File: src/rtl/cas_scheduler_pkg.sv
`timescale 1ns/1ps
`default_nettype none
// ============================================================================
//  Module   : cas_scheduler_pkg
//  Purpose  : Shared types and turnaround helpers for the CAS scheduler.
//  Revision : 1.0 - initial release
// ============================================================================
package cas_scheduler_pkg;

  // Direction of a column access.
  typedef enum logic {
    READ  = 1'b0,
    WRITE = 1'b1
  } rw_t;

  // Scheduler FSM states.
  typedef enum logic [2:0] {
    IDLE      = 3'd0,
    WAIT_TRCD = 3'd1,
    WAIT_TURN = 3'd2,
    WAIT_DATA = 3'd3,
    WAIT_WTR  = 3'd4,
    ISSUE     = 3'd5
  } cas_sched_state_t;

  // Minimum CAS-to-CAS spacing for a READ followed by a WRITE.
  function automatic int rtw_gap(input int tccd, input int cl, input int cwl, input int bl);
    int g;
    g = cl - cwl + bl / 2 + 2;
    return (g > tccd) ? g : tccd;
  endfunction

  // Cycles from the last write burst completing to the next READ CAS.
  function automatic int wtr_count(input int t_wtr);
    return t_wtr + 4;
  endfunction

endpackage
`default_nettype wire

File: src/rtl/cas_scheduler_act_queue.sv
`timescale 1ns/1ps
`default_nettype none
// ============================================================================
//  Module   : cas_scheduler_act_queue
//  Purpose  : Circular FIFO of activated accesses with per-entry tRCD ages.
//  Revision : 1.0 - initial release
// ============================================================================
module cas_scheduler_act_queue
  import cas_scheduler_pkg::*;
#(
  parameter int DEPTH  = 8,
  parameter int BANK_W = 4,
  parameter int T_RCD  = 15
) (
  input  logic                     clk,
  input  logic                     rst,
  input  logic                     i_push,
  input  rw_t                      i_push_rw,
  input  logic [BANK_W-1:0]        i_push_bank,
  input  logic                     i_pop,
  input  logic                     i_flush,
  output logic                     o_head_valid,
  output rw_t                      o_head_rw,
  output logic [BANK_W-1:0]        o_head_bank,
  output logic                     o_head_rcd_ok,
  output logic [$clog2(DEPTH):0]   o_count
);

  localparam int AGE_W = $clog2(T_RCD + 1);
  localparam int PTR_W = $clog2(DEPTH);
  localparam logic [AGE_W-1:0] AGE_MAX = AGE_W'(T_RCD);

  logic [DEPTH-1:0]  r_vld;
  rw_t               r_rw   [DEPTH];
  logic [BANK_W-1:0] r_bank [DEPTH];
  logic [AGE_W-1:0]  r_age  [DEPTH];
  logic [PTR_W-1:0]  r_head;
  logic [PTR_W-1:0]  r_tail;
  logic [PTR_W:0]    r_count;

  // Pointers, occupancy and entry-valid bits; flush empties the queue.
  always_ff @(posedge clk) begin
    if (rst || i_flush) begin
      r_vld   <= '0;
      r_head  <= '0;
      r_tail  <= '0;
      r_count <= '0;
    end else begin
      if (i_pop) begin
        r_vld[r_head] <= 1'b0;
        r_head        <= r_head + 1'b1;
      end
      if (i_push) begin
        r_vld[r_tail] <= 1'b1;
        r_tail        <= r_tail + 1'b1;
      end
      case ({i_push, i_pop})
        2'b10:   r_count <= r_count + 1'b1;
        2'b01:   r_count <= r_count - 1'b1;
        default: r_count <= r_count;
      endcase
    end
  end

  // Entry payload; validity is tracked separately so no reset is needed.
  always_ff @(posedge clk) begin
    if (i_push) begin
      r_rw[r_tail]   <= i_push_rw;
      r_bank[r_tail] <= i_push_bank;
    end
  end

  // Age every live entry each cycle, saturating at tRCD; new entries start at zero.
  always_ff @(posedge clk) begin
    for (int i = 0; i < DEPTH; i++) begin
      if (i_push && (r_tail == PTR_W'(i))) begin
        r_age[i] <= '0;
      end else if (r_vld[i] && (r_age[i] != AGE_MAX)) begin
        r_age[i] <= r_age[i] + 1'b1;
      end
    end
  end

  assign o_head_valid  = (r_count != '0);
  assign o_head_rw     = r_rw[r_head];
  assign o_head_bank   = r_bank[r_head];
  // The head reaches tRCD at the coming edge, which is when a registered CAS would appear.
  assign o_head_rcd_ok = (int'(r_age[r_head]) >= (T_RCD - 1));
  assign o_count       = r_count;

endmodule
`default_nettype wire

File: src/rtl/cas_scheduler.sv
`timescale 1ns/1ps
`default_nettype none
// ============================================================================
//  Module   : cas_scheduler
//  Purpose  : Queue-backed multi-bank CAS scheduler honouring tRCD, tCCD,
//             read-to-write and write-to-read turnaround.
//  Revision : 1.0 - initial release
// ============================================================================
module cas_scheduler
  import cas_scheduler_pkg::*;
#(
  parameter int NUM_BANKS   = 16,
  parameter int QUEUE_DEPTH = 8,
  parameter int T_RCD       = 15,
  parameter int T_WTR       = 6,
  parameter int CNT_W       = 8
) (
  input  logic                          clk,
  input  logic                          rst,
  input  logic                          i_act_valid,
  output logic                          o_act_ready,
  input  rw_t                           i_act_rw,
  input  logic [$clog2(NUM_BANKS)-1:0]  i_act_bank,
  input  logic                          i_flush,
  input  logic                          i_rw_done,
  input  logic [CNT_W-1:0]              i_tccd,
  input  logic [CNT_W-1:0]              i_cl,
  input  logic [CNT_W-1:0]              i_cwl,
  input  logic [CNT_W-1:0]              i_bl,
  output logic                          o_cas_valid,
  input  logic                          i_cas_ready,
  output rw_t                           o_cas_rw,
  output logic [$clog2(NUM_BANKS)-1:0]  o_cas_bank,
  output logic                          o_cas_idle,
  output logic [$clog2(QUEUE_DEPTH):0]  o_q_count
);

  localparam int BANK_W = $clog2(NUM_BANKS);
  localparam int QCNT_W = $clog2(QUEUE_DEPTH) + 1;

  cas_sched_state_t  r_state;
  cas_sched_state_t  w_state_nxt;
  logic              r_act_ready;
  logic              r_cas_valid;
  logic              r_cas_idle;
  rw_t               r_cas_rw;
  logic [BANK_W-1:0] r_cas_bank;
  rw_t               r_prev_rw;
  logic [CNT_W-1:0]  r_gap;
  logic [CNT_W-1:0]  r_wtr_cnt;
  logic              r_wtr_done;

  logic              w_push;
  logic              w_pop;
  logic              w_head_valid;
  logic              w_head_rcd_ok;
  rw_t               w_head_rw;
  logic [BANK_W-1:0] w_head_bank;
  logic [QCNT_W-1:0] w_count;
  logic [QCNT_W-1:0] w_count_nxt;
  int                w_need;
  logic              w_gap_ok;
  logic              w_wtr_ok;

  assign w_push = i_act_valid & r_act_ready & ~i_flush;
  assign w_pop  = r_cas_valid & i_cas_ready;

  cas_scheduler_act_queue #(
    .DEPTH  (QUEUE_DEPTH),
    .BANK_W (BANK_W),
    .T_RCD  (T_RCD)
  ) u_queue (
    .clk           (clk),
    .rst           (rst),
    .i_push        (w_push),
    .i_push_rw     (i_act_rw),
    .i_push_bank   (i_act_bank),
    .i_pop         (w_pop),
    .i_flush       (i_flush),
    .o_head_valid  (w_head_valid),
    .o_head_rw     (w_head_rw),
    .o_head_bank   (w_head_bank),
    .o_head_rcd_ok (w_head_rcd_ok),
    .o_count       (w_count)
  );

  // Occupancy after the coming edge, used for the registered ready/idle flags.
  always_comb begin
    w_count_nxt = w_count;
    if (i_flush) begin
      w_count_nxt = '0;
    end else if (w_push && !w_pop) begin
      w_count_nxt = w_count + 1'b1;
    end else if (!w_push && w_pop) begin
      w_count_nxt = w_count - 1'b1;
    end
  end

  // Turnaround checks; the +2 accounts for the registered CAS landing one cycle
  // after the decision and the counters starting at zero one cycle after the event.
  always_comb begin
    w_need = int'(i_tccd);
    if ((r_prev_rw == READ) && (w_head_rw == WRITE)) begin
      w_need = rtw_gap(int'(i_tccd), int'(i_cl), int'(i_cwl), int'(i_bl));
    end
    w_gap_ok = ((int'(r_gap) + 2) >= w_need);
    w_wtr_ok = ((int'(r_wtr_cnt) + 2) >= wtr_count(T_WTR));
  end

  // Next-state selection; flush always returns to IDLE.
  always_comb begin
    w_state_nxt = r_state;
    if (r_state == ISSUE) begin
      if (w_pop) begin
        w_state_nxt = (w_count_nxt != '0) ? WAIT_TRCD : IDLE;
      end
    end else if (!w_head_valid) begin
      w_state_nxt = IDLE;
    end else if (!w_head_rcd_ok) begin
      w_state_nxt = WAIT_TRCD;
    end else if ((r_prev_rw == WRITE) && (w_head_rw == READ)) begin
      if (!r_wtr_done) begin
        w_state_nxt = WAIT_DATA;
      end else if (!w_wtr_ok || !w_gap_ok) begin
        w_state_nxt = WAIT_WTR;
      end else begin
        w_state_nxt = ISSUE;
      end
    end else if (!w_gap_ok) begin
      w_state_nxt = WAIT_TURN;
    end else begin
      w_state_nxt = ISSUE;
    end
    if (i_flush) begin
      w_state_nxt = IDLE;
    end
  end

  // State register and registered command/status outputs.
  always_ff @(posedge clk) begin
    if (rst) begin
      r_state     <= IDLE;
      r_cas_valid <= 1'b0;
      r_cas_rw    <= READ;
      r_cas_bank  <= '0;
      r_cas_idle  <= 1'b1;
      r_act_ready <= 1'b1;
    end else begin
      r_state     <= w_state_nxt;
      r_cas_valid <= (w_state_nxt == ISSUE);
      // Capture the command once on entry so it stays stable until accepted.
      if ((r_state != ISSUE) && (w_state_nxt == ISSUE)) begin
        r_cas_rw   <= w_head_rw;
        r_cas_bank <= w_head_bank;
      end
      r_cas_idle  <= (w_state_nxt == IDLE) && (w_count_nxt == '0);
      r_act_ready <= (int'(w_count_nxt) < QUEUE_DEPTH);
    end
  end

  // Turnaround history: last direction, CAS gap and write-to-read tracking.
  always_ff @(posedge clk) begin
    if (rst) begin
      r_prev_rw  <= READ;
      r_gap      <= '1;
      r_wtr_done <= 1'b0;
      r_wtr_cnt  <= '1;
    end else begin
      if (w_pop) begin
        r_prev_rw <= r_cas_rw;
        r_gap     <= '0;
      end else if (r_gap != '1) begin
        r_gap <= r_gap + 1'b1;
      end
      // A write CAS invalidates any earlier burst-done indication.
      if (w_pop && (r_cas_rw == WRITE)) begin
        r_wtr_done <= 1'b0;
        r_wtr_cnt  <= '1;
      end else if (i_rw_done) begin
        r_wtr_done <= 1'b1;
        r_wtr_cnt  <= '0;
      end else if (r_wtr_cnt != '1) begin
        r_wtr_cnt <= r_wtr_cnt + 1'b1;
      end
    end
  end

  assign o_act_ready = r_act_ready;
  assign o_cas_valid = r_cas_valid;
  assign o_cas_rw    = r_cas_rw;
  assign o_cas_bank  = r_cas_bank;
  assign o_cas_idle  = r_cas_idle;
  assign o_q_count   = w_count;

endmodule
`default_nettype wire

File: config.mk
export PLATFORM = sky130hd
export DESIGN_NAME = cas_scheduler
export DESIGN_NICKNAME = d
export VERILOG_FILES = /design/src/rtl/cas_scheduler_pkg.sv /design/src/rtl/cas_scheduler_act_queue.sv /design/src/rtl/cas_scheduler.sv
export SDC_FILE = /design/constraint.sdc
export NUM_CORES = 1
export LEC_CHECK = 0
export ABC_AREA = 1
export CAP_MARGIN = 10
export CORE_ASPECT_RATIO = 1.75
export CORE_UTILIZATION = 25
export DETAILED_ROUTE_END_ITERATION = 8
export SKIP_LAST_GASP = 1
export SLEW_MARGIN = 20
export SYNTH_ARGS = -nofsm -noshare
export SYNTH_HDL_FRONTEND = slang
export SYNTH_SLANG_ARGS = --single-unit
export TNS_END_PERCENT = 1
File: constraint.sdc
create_clock -name clk -period 13.7 [get_ports clk]
set_clock_uncertainty 0.2 [all_clocks]
set_input_delay 3.425 -clock clk [delete_from_list [all_inputs] [get_ports clk]]
set_output_delay 3.425 -clock clk [all_outputs]
set_load 0.02 [all_outputs]
=== Yosys cells after proc, flatten, opt, wreduce, memory -nomap -nowiden ===
Memories as Yosys holds them, arrays and structs flattened. A register that Yosys moved wholly into a read port is not among the register bits.
Cells that the tools add are included.

* Input port bits: 43
* Memory bits (writable): 72
* Output and inout port bits: 12
* Register bits: 43
* Memories kept: 3
* Logic and storage cells: 204

* Add/sub/neg operators: 19
* Order comparisons: 9
* Reductions and logical operators: 40
* Equal/unequal tests: 22
* Mux-type cells: 81
* Bitwise logic cells: 17

{| class="wikitable"
|+ Memories
! name !! depth !! bits a word !! rd ports !! clocked after Yosys merged registers in !! wr ports !! line !! source
|-
| u_queue.r_age || 8 || 4 || 9 || 1 || 8 || cas_scheduler_act_queue.sv:36 || <nowiki>logic [AGE_W-1:0] r_age [DEPTH];</nowiki>
|-
| u_queue.r_bank || 8 || 4 || 1 || 1 || 1 || cas_scheduler_act_queue.sv:35 || <nowiki>logic [BANK_W-1:0] r_bank [DEPTH];</nowiki>
|-
| u_queue.r_rw || 8 || 1 || 1 || 1 || 1 || cas_scheduler_act_queue.sv:34 || <nowiki>rw_t r_rw [DEPTH];</nowiki>
|}

{| class="wikitable"
|+ Operators by type and width
! operator !! number
|-
| $mux 32 || 2
|-
| $mux 8 || 7
|-
| $mux 1 || 46
|-
| $mux 4 || 11
|-
| $add 4x1->4 const B || 9
|-
| $mux 3 || 12
|-
| $ge 10x32->1 || 1
|-
| $ne 4x4->1 const B || 8
|-
| $logic_and 1x1->1 || 25
|-
| $add 8x2->9 const B || 2
|-
| $eq 3x3->1 const B || 6
|-
| $add 8x1->8 const B || 2
|-
| $ne 8x8->1 const B || 2
|-
| $add 10x3->11 const B || 1
|-
| $gt 11x9->1 || 1
|-
| $add 9x8->10 || 1
|-
| $ge 9x4->1 const B || 1
|-
| $sub 8x8->9 || 1
|-
| $and 8x8->8 || 1
|-
| $lt 3x4->1 const B || 2
|-
| $not 8->8 || 1
|-
| $or 1x1->1 || 8
|-
| $or 8x8->8 || 1
|-
| $pmux 4 s2 || 1
|-
| other kinds (20) || 36
|}

=== Logic depth before layout (Yosys ltp) ===
Gate-level depths: netlist (run 1).

* Depth after elaboration: 18
* Gate-level depth with buffers: 42
* Gate-level depth less buffers: 42

=== By module ===
From an unflattened synthesis (run 1), not the netlist that was laid out.

* Cells, all modules: 891
* Area, all modules: 7354.6 sq um

{| class="wikitable"
|+ Modules (own cells, without submodules)
! module !! times used !! area each (sq um) !! sequential area each (sq um) !! cells each
|-
| cas_scheduler_act_queue || 1 || 4299.1 || 2582.5 || 421
|-
| cas_scheduler || 1 || 3055.4 || 580.6 || 470
|}

=== Worst setup path before layout (run 1) ===
OpenSTA, ideal clock, no wires.

* Path kind: input port to flip-flop
* From: input i_cl[0]
* To: register r_cas_bank[0], in the netlist o_cas_bank[0], read port of u_queue.r_bank
* Setup slack: 5.411 ns
* Arrival time: 7.976 ns
* Stages: 37
* Path buffers: 1
* Data required time: 13.387 ns
* Setup time: 0.113 ns
* Cell sequence: inv_1 > ha_1 > inv_1 > fa_1 > nand3_1 > nand2_2 > a31oi_1 > xnor2_1 > ha_1 > ha_1 > a21oi_1 > nand2_1 > nor2_2 > xor2_1 > inv_1 > ha_1 > nand2_1 > nor3_1 > o21ai_1 > nand2_1 > buf_2 > o21ai_0 > ha_1 > nand2_1 > nor2_1 > and2_1 > nor2_1 > nand3_1 > nand2_1 > nand2_1 > nand3_2 > nand2_1 > inv_2 > a21oi_4 > nand3_4 > nor2_1 > nor2_1

* Cells in the longest elaborated chain, start to end: 18
* Elaborated cells between the ends (all ways): 19
* Those cells by class: add/sub: 3; order compare: 2; eq/ne: 1; mux: 10; reduce/logical: 3

{| class="wikitable"
|+ Ends and longest elaborated chain
! what !! line !! source
|-
| start: declaration || cas_scheduler.sv:27 || <nowiki>input logic [CNT_W-1:0] i_cl,</nowiki>
|-
| $sub 8x8->9 (*) || cas_scheduler_pkg.sv:29 || <nowiki>g = cl - cwl + bl / 2 + 2;</nowiki>
|-
| $add 9x8->10 (*) || cas_scheduler_pkg.sv:29 ||
|-
| $add 10x3->11 (*) || cas_scheduler_pkg.sv:29 ||
|-
| $gt 11x9->1 || cas_scheduler_pkg.sv:30 || <nowiki>return (g > tccd) ? g : tccd;</nowiki>
|-
| $mux 32 (*) || cas_scheduler_pkg.sv:30 ||
|-
| $mux 32 (*) || cas_scheduler.sv:103 || <nowiki>if ((r_prev_rw == READ) && (w_head_rw == WRITE)) begin</nowiki>
|-
| $ge 10x32->1 (*) || cas_scheduler.sv:106 || <nowiki>w_gap_ok = ((int'(r_gap) + 2) >= w_need);</nowiki>
|-
| $logic_not 1->1 || n/a ||
|-
| [2 not listed] || n/a ||
|-
| $mux 3 || cas_scheduler.sv:122 || <nowiki>if (!r_wtr_done) begin</nowiki>
|-
| $mux 3 (*) || cas_scheduler.sv:121 || <nowiki>end else if ((r_prev_rw == WRITE) && (w_head_rw == READ)) begin</nowiki>
|-
| $mux 3 (*) || cas_scheduler.sv:119 || <nowiki>end else if (!w_head_rcd_ok) begin</nowiki>
|-
| $mux 3 (*) || cas_scheduler.sv:117 || <nowiki>end else if (!w_head_valid) begin</nowiki>
|-
| $mux 3 (*) || cas_scheduler.sv:113 || <nowiki>if (r_state == ISSUE) begin</nowiki>
|-
| $mux 3 (*) || cas_scheduler.sv:134 || <nowiki>if (i_flush) begin</nowiki>
|-
| $eq 3x3->1 (*) || cas_scheduler.sv:152 || <nowiki>if ((r_state != ISSUE) && (w_state_nxt == ISSUE)) begin</nowiki>
|-
| $logic_and 1x1->1 (*) || cas_scheduler.sv:152 ||
|-
| end: declaration || cas_scheduler.sv:47 || <nowiki>logic [BANK_W-1:0] r_cas_bank;</nowiki>
|}

Every way passes the cells marked *; elsewhere a longest branch is shown, timed or not.
A chain may end at the register's enable or synchronous reset.

=== Worst setup path in the final report (run 1) ===
* From: input i_cwl[2]
* To: register r_cas_bank[0], in the netlist o_cas_bank[0], read port of u_queue.r_bank

* Cells in the longest elaborated chain, start to end: 18
* Elaborated cells between the ends (all ways): 19
* Those cells by class: add/sub: 3; order compare: 2; eq/ne: 1; mux: 10; reduce/logical: 3

{| class="wikitable"
|+ Ends and longest elaborated chain
! what !! line !! source
|-
| start: declaration || cas_scheduler.sv:28 || <nowiki>input logic [CNT_W-1:0] i_cwl,</nowiki>
|-
| $sub 8x8->9 (*) || cas_scheduler_pkg.sv:29 ||
|-
| $add 9x8->10 (*) || cas_scheduler_pkg.sv:29 ||
|-
| $add 10x3->11 (*) || cas_scheduler_pkg.sv:29 ||
|-
| $gt 11x9->1 || cas_scheduler_pkg.sv:30 ||
|-
| $mux 32 (*) || cas_scheduler_pkg.sv:30 ||
|-
| $mux 32 (*) || cas_scheduler.sv:103 ||
|-
| $ge 10x32->1 (*) || cas_scheduler.sv:106 ||
|-
| $logic_not 1->1 || n/a ||
|-
| [2 not listed] || n/a ||
|-
| $mux 3 || cas_scheduler.sv:122 ||
|-
| $mux 3 (*) || cas_scheduler.sv:121 ||
|-
| $mux 3 (*) || cas_scheduler.sv:119 ||
|-
| $mux 3 (*) || cas_scheduler.sv:117 ||
|-
| $mux 3 (*) || cas_scheduler.sv:113 ||
|-
| $mux 3 (*) || cas_scheduler.sv:134 ||
|-
| $eq 3x3->1 (*) || cas_scheduler.sv:152 ||
|-
| $logic_and 1x1->1 (*) || cas_scheduler.sv:152 ||
|}

Marks and branches as above.

==> qor.txt, run 1 <==
Post-Syn Area = 7206 um2
CP endpoint kind = flop
H-Tree Depth = 4
iteration count of the initial detailed-routing pass = 6
Clock Path Buffers = 2
largest family of logic cells by synthesized area = simple AND/OR/NAND/NOR gates
Post-Synth Simple-Gate Area = 0.2089
initial antenna violation count = 0
Max Cap Viol = 0
Setup CP Type = primary input to flop
First DRT Iteration DRCs = 260
Clock Pin Slew Worst Setup and Hold Paths = 60 ps
final cycle utilization of the critical path = 0.6660
# Post-CTS Setup Buffers = 0
global route total overflow = 0
finished layout cell area = 8718 um2
critical-path maximum fanout = 16
vias in the first global route = 5,811
routed len/inst = 12.68 um
DRC errors left = 0
Post-Syn Nets = 971
post-synthesis sequential area ratio = 0.4390
Cells after Synth = 861
most used cell along the critical path = nand2_1
VDD IR max = 0.07879 mV
number of setup violations in the final report = 0
worst hold-check path type = flop to flop
Inserted Clock Buffers = 17
later-pin clock latency in the skew report = 420 ps
fraction of layout cells with a size suffix above 1 = 0.06324
Main synth FF type = edfxtp_1
detailed-placement wirelength estimate = 13,130 um
Starting Density = 0.2558
outcome = completed
Lkg Pwr = 3.743 nW
Final Max Tran Viols = 0
Overall Power = 1.221 mW
post-cts resize count = 0
ys async rst share = 0
ANT nets after route = 0
DIE AREA = 29,530 um2
Root Driver = clkbuf_16
CORE AREA = 28,170 um2
setup TNS = 0 ps
post-synthesis adder-cell area fraction = 0.1184
post-cts hold buffer count = 0
#FFs+latches synth = 122
vias after detailed routing = 5,734
min cycle time layout = 9124 ps
crit path DAT = 9270 ps
final hold vios = 0
Critical-path top delay cell = clkdlybuf4s50_1
Worst Max-Slew Pin Slew = 766.9 ps
non-filler cells, final = 1,306
Die Y = 226.6 um
Std-Cell Rows = 81
Synth area leaders = edfxtp_1, dfxtp_1, ha_1, inv_1, nand2_1
Area Overhead vs Synth = 20.99%
CP peak stage delay = 450 ps
EDFF count, synth = 72
Worst setup SP type = primary input
Inst Count DP = 1,274
largest area contributor in the netlist = edfxtp_1
# diodes = 0
RSZ-0062 raised after global routing = no
Routed WL = 16,560 um
syn avg cell area = 8.369 um2
synth warn = 0
pin count of the biggest net entering global routing = 21
input/output buffers = 53
Pwr Density = 140.1 nW/um2
total track usage = 0.1182
xor/xnor share of the synthesized area = 0.03160
number of vias per cell = 4.391
top cell type's share of synthesized area = 0.3001
Ports = 55
CTS tree = yes
CTS Sinks = 122
Hold WS = 285.1 ps
first-pass GRT wire length = 26,630 um
Die W = 130.3 um
Placed Instance Area = 8137 um2
Worst EP required = 13,850 ps
Slew headroom = 0.4868
Synth cell types = 46
mux cell area share after synthesis = 0
final net count = 1,030
post-synthesis compound-gate area fraction = 0.1146
Max Fclk = 109.6 MHz
Placer Congestion = 0.8260
flip-flops by register name, indices dropped and copies added, names as in the netlist, named ones only:
signal           cells
o_act_ready          1
r_prev_rw            1
u_queue.o_count      4
o_cas_valid          1
u_queue.r_bank      32
r_gap                8
u_queue.r_rw         8
o_cas_rw             1
r_state              3
o_cas_idle           1
u_queue.r_vld        8
u_queue.r_head       3
o_cas_bank           4
u_queue.r_tail       3
r_wtr_done           1
u_queue.r_age       32
r_wtr_cnt            8
per-stage QoR:
stage	util	setup slack, ps
after floorplan	-	5411
after global placement	0.2888	4324
after detailed placement	0.2888	4139
after CTS	0.3094	4574
after global routing	0.3094	4095
final	0.3094	4576
Yosys cell counts, types with 3 or more instances:
library cell	n
dfxtp_1	50
o21a_1	6
o21ai_0	60
nor2_1	106
a31oi_1	5
xnor2_1	6
a211oi_1	4
nand4_1	13
ha_1	65
nor3b_1	6
nor3_1	6
clkbuf_1	8
a21oi_1	34
inv_1	144
nand3_1	48
o21bai_1	3
o211ai_1	8
xor2_1	20
nand2_1	142
a21oi_4	3
nand2_2	11
or2_2	3
o2111ai_1	4
o21ai_1	3
edfxtp_1	72
nor4_1	3
nor2_2	3
layout by cell type (no fill, tap or decap), types with 3 or more instances in the layout:
master	n
xor2_1	20
a31oi_1	5
nor2_2	3
o21ai_0	60
o211ai_1	8
o21bai_1	3
nand4_1	13
nand3_1	48
clkinv_4	4
nor4_1	3
a211oi_1	4
inv_6	7
inv_1	144
ha_1	65
clkbuf_16	18
a21oi_1	34
or2_2	3
nor2_1	106
nor3_1	6
nand2_1	142
nand2_2	11
o2111ai_1	4
clkdlybuf4s50_1	53
edfxtp_1	72
o21a_1	6
a21oi_4	3
nor3b_1	6
o21ai_1	3
xnor2_1	6
dfxtp_1	50
where the power goes:
group          internal (mW)  leakage (nW)  switching (mW)  total (mW)
combinational          0.145          2.40           0.222       0.367
sequential             0.405          1.06          0.0169       0.422
clock                  0.254         0.285           0.179       0.433
final timing paths:
kind                            cells past startpoint  slack [ps]            end  startpoint
worst max-delay path                               37        4580  o_cas_bank[0]    i_cwl[2]
worst min-delay path                                2         290      r_prev_rw   r_prev_rw
worst max register to register                     25        9890  o_cas_bank[0]        flop
worst min register to register                      2         290      r_prev_rw   r_prev_rw
per-layer routing:
metal  global-route usage  wire length [um]  up-vias
met5                    0                 0        -
met4              0.05710               566        0
met3              0.02643               587       32
met2               0.2461              9529      101
met1              0.09969              5881     2629
li1                     -                 -     2972
area by class of cell:
type / instances / area [um2]
clock buffer: 19 / 464.2
clock inverter: 13 / 117.6
fill: 3026 / 19460
inverter: 149 / 564.3
multi-input combinational: 577 / 3412
sequential: 122 / 3163
tap: 373 / 466.7
timing repair buffer: 53 / 530.5
worst max-delay path, delay by kind of cell:
family	cells	cell delay (ps)
and+or+nand+nor	17	1780
adders and majority gates	5	1600
AOI/OAI and AO/OA	10	1520
buffers and inverters	3	540
xor gates and xnor gates	2	410
logic make-up after synthesis:
family          after synthesis
fa+ha+maj                    67
flops                       122
buf+inv                     162
xor+xnor                     26
compound gates              138
simple gates                346
No activity file was read; power rests on OpenSTA's default activity.
==> run 2, diff against run 1 <==
==> constraint.sdc (replaced) <==
create_clock -name clk -period 7.3 [get_ports clk]
set_clock_uncertainty 0.2 [all_clocks]
set_input_delay 1.825 -clock clk [delete_from_list [all_inputs] [get_ports clk]]
set_output_delay 1.825 -clock clk [all_outputs]
set_load 0.02 [all_outputs]
==> qor.txt, run 2 (same netlist as run 1, synthesis figures left out) <==
CP endpoint kind = flop
pin count of the biggest net entering global routing = 21 (unchanged)
most used cell along the critical path = nand2_1
number of vias per cell = 4.434 (+1.0%)
Area Overhead vs Synth = 28.04%
First DRT Iteration DRCs = 231 (-11%)
# diodes = 0 (unchanged)
vias after detailed routing = 5,951 (+3.8%)
ANT nets after route = 0 (unchanged)
Reg area = 3163 um2 (unchanged)
input/output buffers = 53 (unchanged)
later-pin clock latency in the skew report = 420 ps (about the same)
CORE AREA = 28,170 um2 (unchanged)
multi-input gate area in the final layout = 3669 um2 (+7.5%)
DIE AREA = 29,530 um2 (unchanged)
global route total overflow = 0 (unchanged)
final net count = 1,066 (+3.5%)
Overall Power = 2.485 mW (+100%)
Worst EP required = 7450 ps (-6400 ps)
worst setup path end = o_cas_bank[3]
Starting Density = 0.2558 (unchanged)
Ports = 55 (unchanged)
Clock Path Buffers = 2 (unchanged)
most frequent cells in the layout = inv_1, nand2_1, nor2_1
Setup CP Type = primary input to flop
initial antenna violation count = 0 (unchanged)
vias in the first global route = 6,076 (+4.6%)
Inserted Clock Buffers = 17 (unchanged)
total track usage = 0.1214 (+0.003226)
Final Max Tran Viols = 0 (unchanged)
Critical-path top delay cell = clkdlybuf4s50_1
biggest regs = u_queue.r_age: 32 flops, u_queue.r_bank: 32 flops
Pwr Density = 269.3 nW/um2 (+92%)
iteration count of the initial detailed-routing pass = 4 (-2)
outcome = completed
final hold vios = 0 (unchanged)
number of setup violations in the final report = 0 (unchanged)
setup TNS = 0 ps (unchanged)
min cycle time layout = 7017 ps
critical-path maximum fanout = 8 (-8)
Std-Cell Rows = 81 (unchanged)
Worst Hold Launch = u_queue.r_vld[6]
Routed WL = 17,390 um (+5.0%)
CP peak stage delay = 460 ps (about the same)
Worst Max-Slew Pin Slew = 774.8 ps (+7.880 ps)
worst hold-check path type = flop to flop
FF-to-FF path depth = 26 (+4.0%)
post-cts hold buffer count = 0 (unchanged)
Worst setup SP type = primary input
routed len/inst = 12.96 um (+2.2%)
Worst setup startpoint = i_cwl[3]
Fillers = 2,967 (-1.9%)
fraction of layout cells with a size suffix above 1 = 0.1414 (+0.07815)
reg2reg end = o_cas_bank[3]
final cycle utilization of the critical path = 0.9613
Clock Pin Slew Worst Setup and Hold Paths = 50 ps (about the same)
Slew headroom = 0.4815 (-0.005273)
CTS tree = yes
VDD IR max = 0.1824 mV (+130%)
reg2reg setup slack = 3580 ps (-6310 ps)
Root Driver = clkbuf_16
Lkg Pwr = 3.960 nW (+5.8%)
H-Tree Depth = 4 (unchanged)
Max Fclk = 142.5 MHz
detailed-placement wirelength estimate = 13,350 um (+1.6%)
Die W = 130.3 um (unchanged)
Max Cap Viol = 0 (unchanged)
Placer Congestion = 0.8003 (-3.1%)
CTS Sinks = 122 (unchanged)
DRC errors left = 0 (unchanged)
most common cell after layout, fill and taps aside = inv_1
Die Y = 226.6 um (unchanged)
crit path DAT = 7170 ps (-2100 ps)
first-pass GRT wire length = 27,430 um (+3.0%)
run 2: changes by cell type in the layout (fill, tap and decap cells not counted), sizes merged:
| cell | delta |
|---|---|
| buf | +34 |
| inv | -7 |
| clkdlybuf4s50 | -6 |
| dlymetal6s2s | +6 |
| clkbuf | +3 |
| clkinvlp | +3 |
| clkinv | +2 |
| nand3 | +1 |
run 2: power breakdown:
part / switching (mW) / leakage [nW] / internal, mW
Clock: 0.301 / 0.247 / 0.440
Sequential: 0.0308 / 1.06 / 0.760
Combinational: 0.521 / 2.66 / 0.432
Total: 0.852 / 3.96 / 1.63
run 2: worst min-delay path by stage:
stage / endpoint / depth (start not counted)
CTS: u_queue.r_vld[2] / 2
detailed placement: u_queue.r_vld[2] / 2
finish: u_queue.r_vld[6] / 2
global placement: u_queue.r_vld[7] / 2
floorplan: u_queue.r_vld[7] / 2
global route: r_prev_rw / 2
run 2: cell type report:
type / instances / share of cell area
Tap cell: 373 / 0.05058
Timing Repair Buffer: 88 / 0.09086
Clock inverter: 11 / 0.008137
Clock buffer: 21 / 0.04882
Multi-Input combinational cell: 578 / 0.3976
Inverter: 149 / 0.06116
Sequential cell: 122 / 0.3428
run 2: stage by stage:
step	utilization	setup WS [ps]	hold slack, ps	instance area [um2]	std cells
detailed placement	0.2967	-435.5	272.9	8359	1302
floorplan	-	610.8	244.0	7206	861
finish	0.3275	282.8	280.8	9226	1342
global placement	0.2967	-388.0	262.3	8359	1302
CTS	0.3157	28.75	281.0	8896	1334
global route	0.3275	-97.68	317.5	9226	1342
run 2: repair_timing:
| item | in CTS | in global routing |
|---|---|---|
| setup buffers | 0 | 6 |
| pin swaps | 0 | 44 |
| gates cloned | 0 | 2 |
| resized for setup | 2 | 61 |
| endpoints found under the setup margin | 4 | 10 |
run 2: layer usage:
metal	routed length, um	GRT usage
met5	0	0
met4	652	0.06674
met3	672	0.02643
met2	10090	0.2493
met1	5973	0.1026
run 2: critical path, delay by kind of cell:
kind | cells | cell delay [ps]
and+or+nand+nor | 21 | 1840
adders and majority gates | 5 | 1510
AOI/OAI and AO/OA | 6 | 870
buffers and inverters | 4 | 740
xor gates and xnor gates | 2 | 370
==> run 3, diff against run 2 <==
--- a/config.mk
+++ b/config.mk
@@ -10,6 +10,7 @@
 export CORE_ASPECT_RATIO = 1.75
 export CORE_UTILIZATION = 25
 export DETAILED_ROUTE_END_ITERATION = 8
+export PLACE_DENSITY_LB_ADDON = 0.3
 export SKIP_LAST_GASP = 1
 export SLEW_MARGIN = 20
 export SYNTH_ARGS = -nofsm -noshare
==> qor.txt, run 3 (same netlist as run 1, synthesis figures left out) <==
Lkg Pwr = 4.004 nW (+1.1%)
# diodes = 0 (unchanged)
total track usage = 0.1270 (+0.005585)
global route total overflow = 0 (unchanged)
Clock Path Buffers = 2 (unchanged)
most common cell after layout, fill and taps aside = inv_1
most used cell along the critical path = nand2_2
vias after detailed routing = 5,955 (+0.067%)
fraction of layout cells with a size suffix above 1 = 0.1579 (+0.01651)
Pwr Density = 277.9 nW/um2 (+3.2%)
VDD IR max = 0.1711 mV (-6.2%)
Inst Count DP = 1,303 (+0.077%)
crit path DAT = 7120 ps (-50 ps)
CP peak stage delay = 540 ps (+80 ps)
detailed-placement wirelength estimate = 13,710 um (+2.7%)
ANT nets after route = 0 (unchanged)
post-cts hold buffer count = 0 (unchanged)
pin count of the biggest net entering global routing = 21 (unchanged)
final hold vios = 0 (unchanged)
DRC errors left = 0 (unchanged)
CORE AREA = 28,170 um2 (unchanged)
initial antenna violation count = 0 (unchanged)
Clock Pin Slew Worst Setup and Hold Paths = 60 ps (about the same)
Inserted Clock Buffers = 17 (unchanged)
H-Tree Depth = 4 (unchanged)
DP Worst Slack = -458.5 ps (-22.93 ps)
Ports = 55 (unchanged)
Max Cap Viol = 0 (unchanged)
Slew headroom = 0.4444 (-0.03712)
min cycle time layout = 6960 ps (-57.02 ps)
later-pin clock latency in the skew report = 410 ps (about the same)
Die W = 130.3 um (unchanged)
Fillers = 2,995 (+0.94%)
vias in the first global route = 6,007 (-1.1%)
First DRT Iteration DRCs = 187 (-19%)
iteration count of the initial detailed-routing pass = 4 (unchanged)
Starting Density = 0.2558 (unchanged)
input/output buffers = 53 (unchanged)
Setup CP Type = primary input to flop
Die Y = 226.6 um (unchanged)
routed len/inst = 13.43 um (+3.7%)
Placer Congestion = 0.7703 (-3.7%)
Area Overhead vs Synth = 30.16%
critical-path maximum fanout = 8 (unchanged)
worst setup margin = 339.9 ps (+57.02 ps)
worst hold-check path type = flop to flop
Std-Cell Rows = 81 (unchanged)
Root Driver = clkbuf_16
CTS tree = yes
Worst Max-Slew Pin Slew = 832.2 ps (+57.41 ps)
biggest regs = u_queue.r_age: 32 flops, u_queue.r_bank: 32 flops
CTS Sinks = 122 (unchanged)
final net count = 1,066 (unchanged)
CP endpoint kind = flop
most frequent cells in the layout = inv_1, nand2_1, nor2_1
number of setup violations in the final report = 0 (unchanged)
number of vias per cell = 4.437 (about the same)
non-filler cells, final = 1,342 (unchanged)
Routed WL = 18,030 um (+3.7%)
Worst setup SP type = primary input
setup TNS = 0 ps (unchanged)
first-pass GRT wire length = 28,570 um (+4.1%)
outcome = completed
Worst EP required = 7460 ps (about the same)
Critical-path top delay cell = fa_2
final cycle utilization of the critical path = 0.9534 (-0.007811)
Max Fclk = 143.7 MHz (+0.82%)
Final Max Tran Viols = 0 (unchanged)
DIE AREA = 29,530 um2 (unchanged)
## run 3: worst paths after layout
kind | start | end | slack [ps] | cells after the start
setup reg to reg | flop | o_cas_bank[0] | 3650 | 26
hold / removal | u_queue.r_vld[2] | u_queue.r_vld[2] | 280 | 2
setup / recovery | i_cl[0] | o_cas_bank[0] | 340 | 38
hold reg to reg | u_queue.r_vld[2] | u_queue.r_vld[2] | 280 | 2
## run 3: layout make-up
| cell class | count | area [um2] | area share |
|---|---|---|---|
| Sequential cell | 122 | 3163 | 0.3372 |
| Tap cell | 373 | 466.7 | 0.04976 |
| Clock inverter | 15 | 161.4 | 0.01721 |
| Clock buffer | 17 | 425.4 | 0.04536 |
| Timing Repair Buffer | 88 | 838.3 | 0.08938 |
| Inverter | 149 | 564.3 | 0.06017 |
| Multi-Input combinational cell | 578 | 3760 | 0.4009 |
## run 3: repair_timing
item | 4_1_cts | 5_1_grt
resized for setup | 1 | 84
pin swaps | 0 | 56
buffers inserted | 0 | 5
endpoints found under the hold margin | 0 | 0
gates cloned | 0 | 2
setup endpoints to repair | 5 | 10
## run 3: report_power, final
part	switching, mW	leakage, nW	internal [mW]
sequential	0.0318	1.06	0.760
clock	0.330	0.281	0.508
combinational	0.542	2.67	0.435
## run 3: per-stage QoR
stage	instance area [um2]	total power [mW]	util	hold WS (ps)
after floorplan	7206	1.331	-	244.0
after global placement	8367	1.572	0.2970	263.6
after detailed placement	8367	1.576	0.2970	268.0
after CTS	8959	2.425	0.3180	278.1
after global routing	9379	2.800	0.3329	313.1
final	9379	2.606	0.3329	278.9
## run 3: worst max-delay path: cells and delay by family
family	cells	cell delay [ps]
XOR/XNOR	1	160
AO/OA/AOI/OAI	6	920
buffers and inverters	7	580
adder cells (fa/ha/maj)	7	2140
AND/OR/NAND/NOR	17	1440
## run 3: metal layers
layer  global-route usage  vias up  share of wire
met2               0.2622       82           0.59
met4              0.04894        0          0.022
met3              0.02194       23          0.026
li1                     -     3043              -
met1               0.1180     2807           0.36
met5                    0        -              0
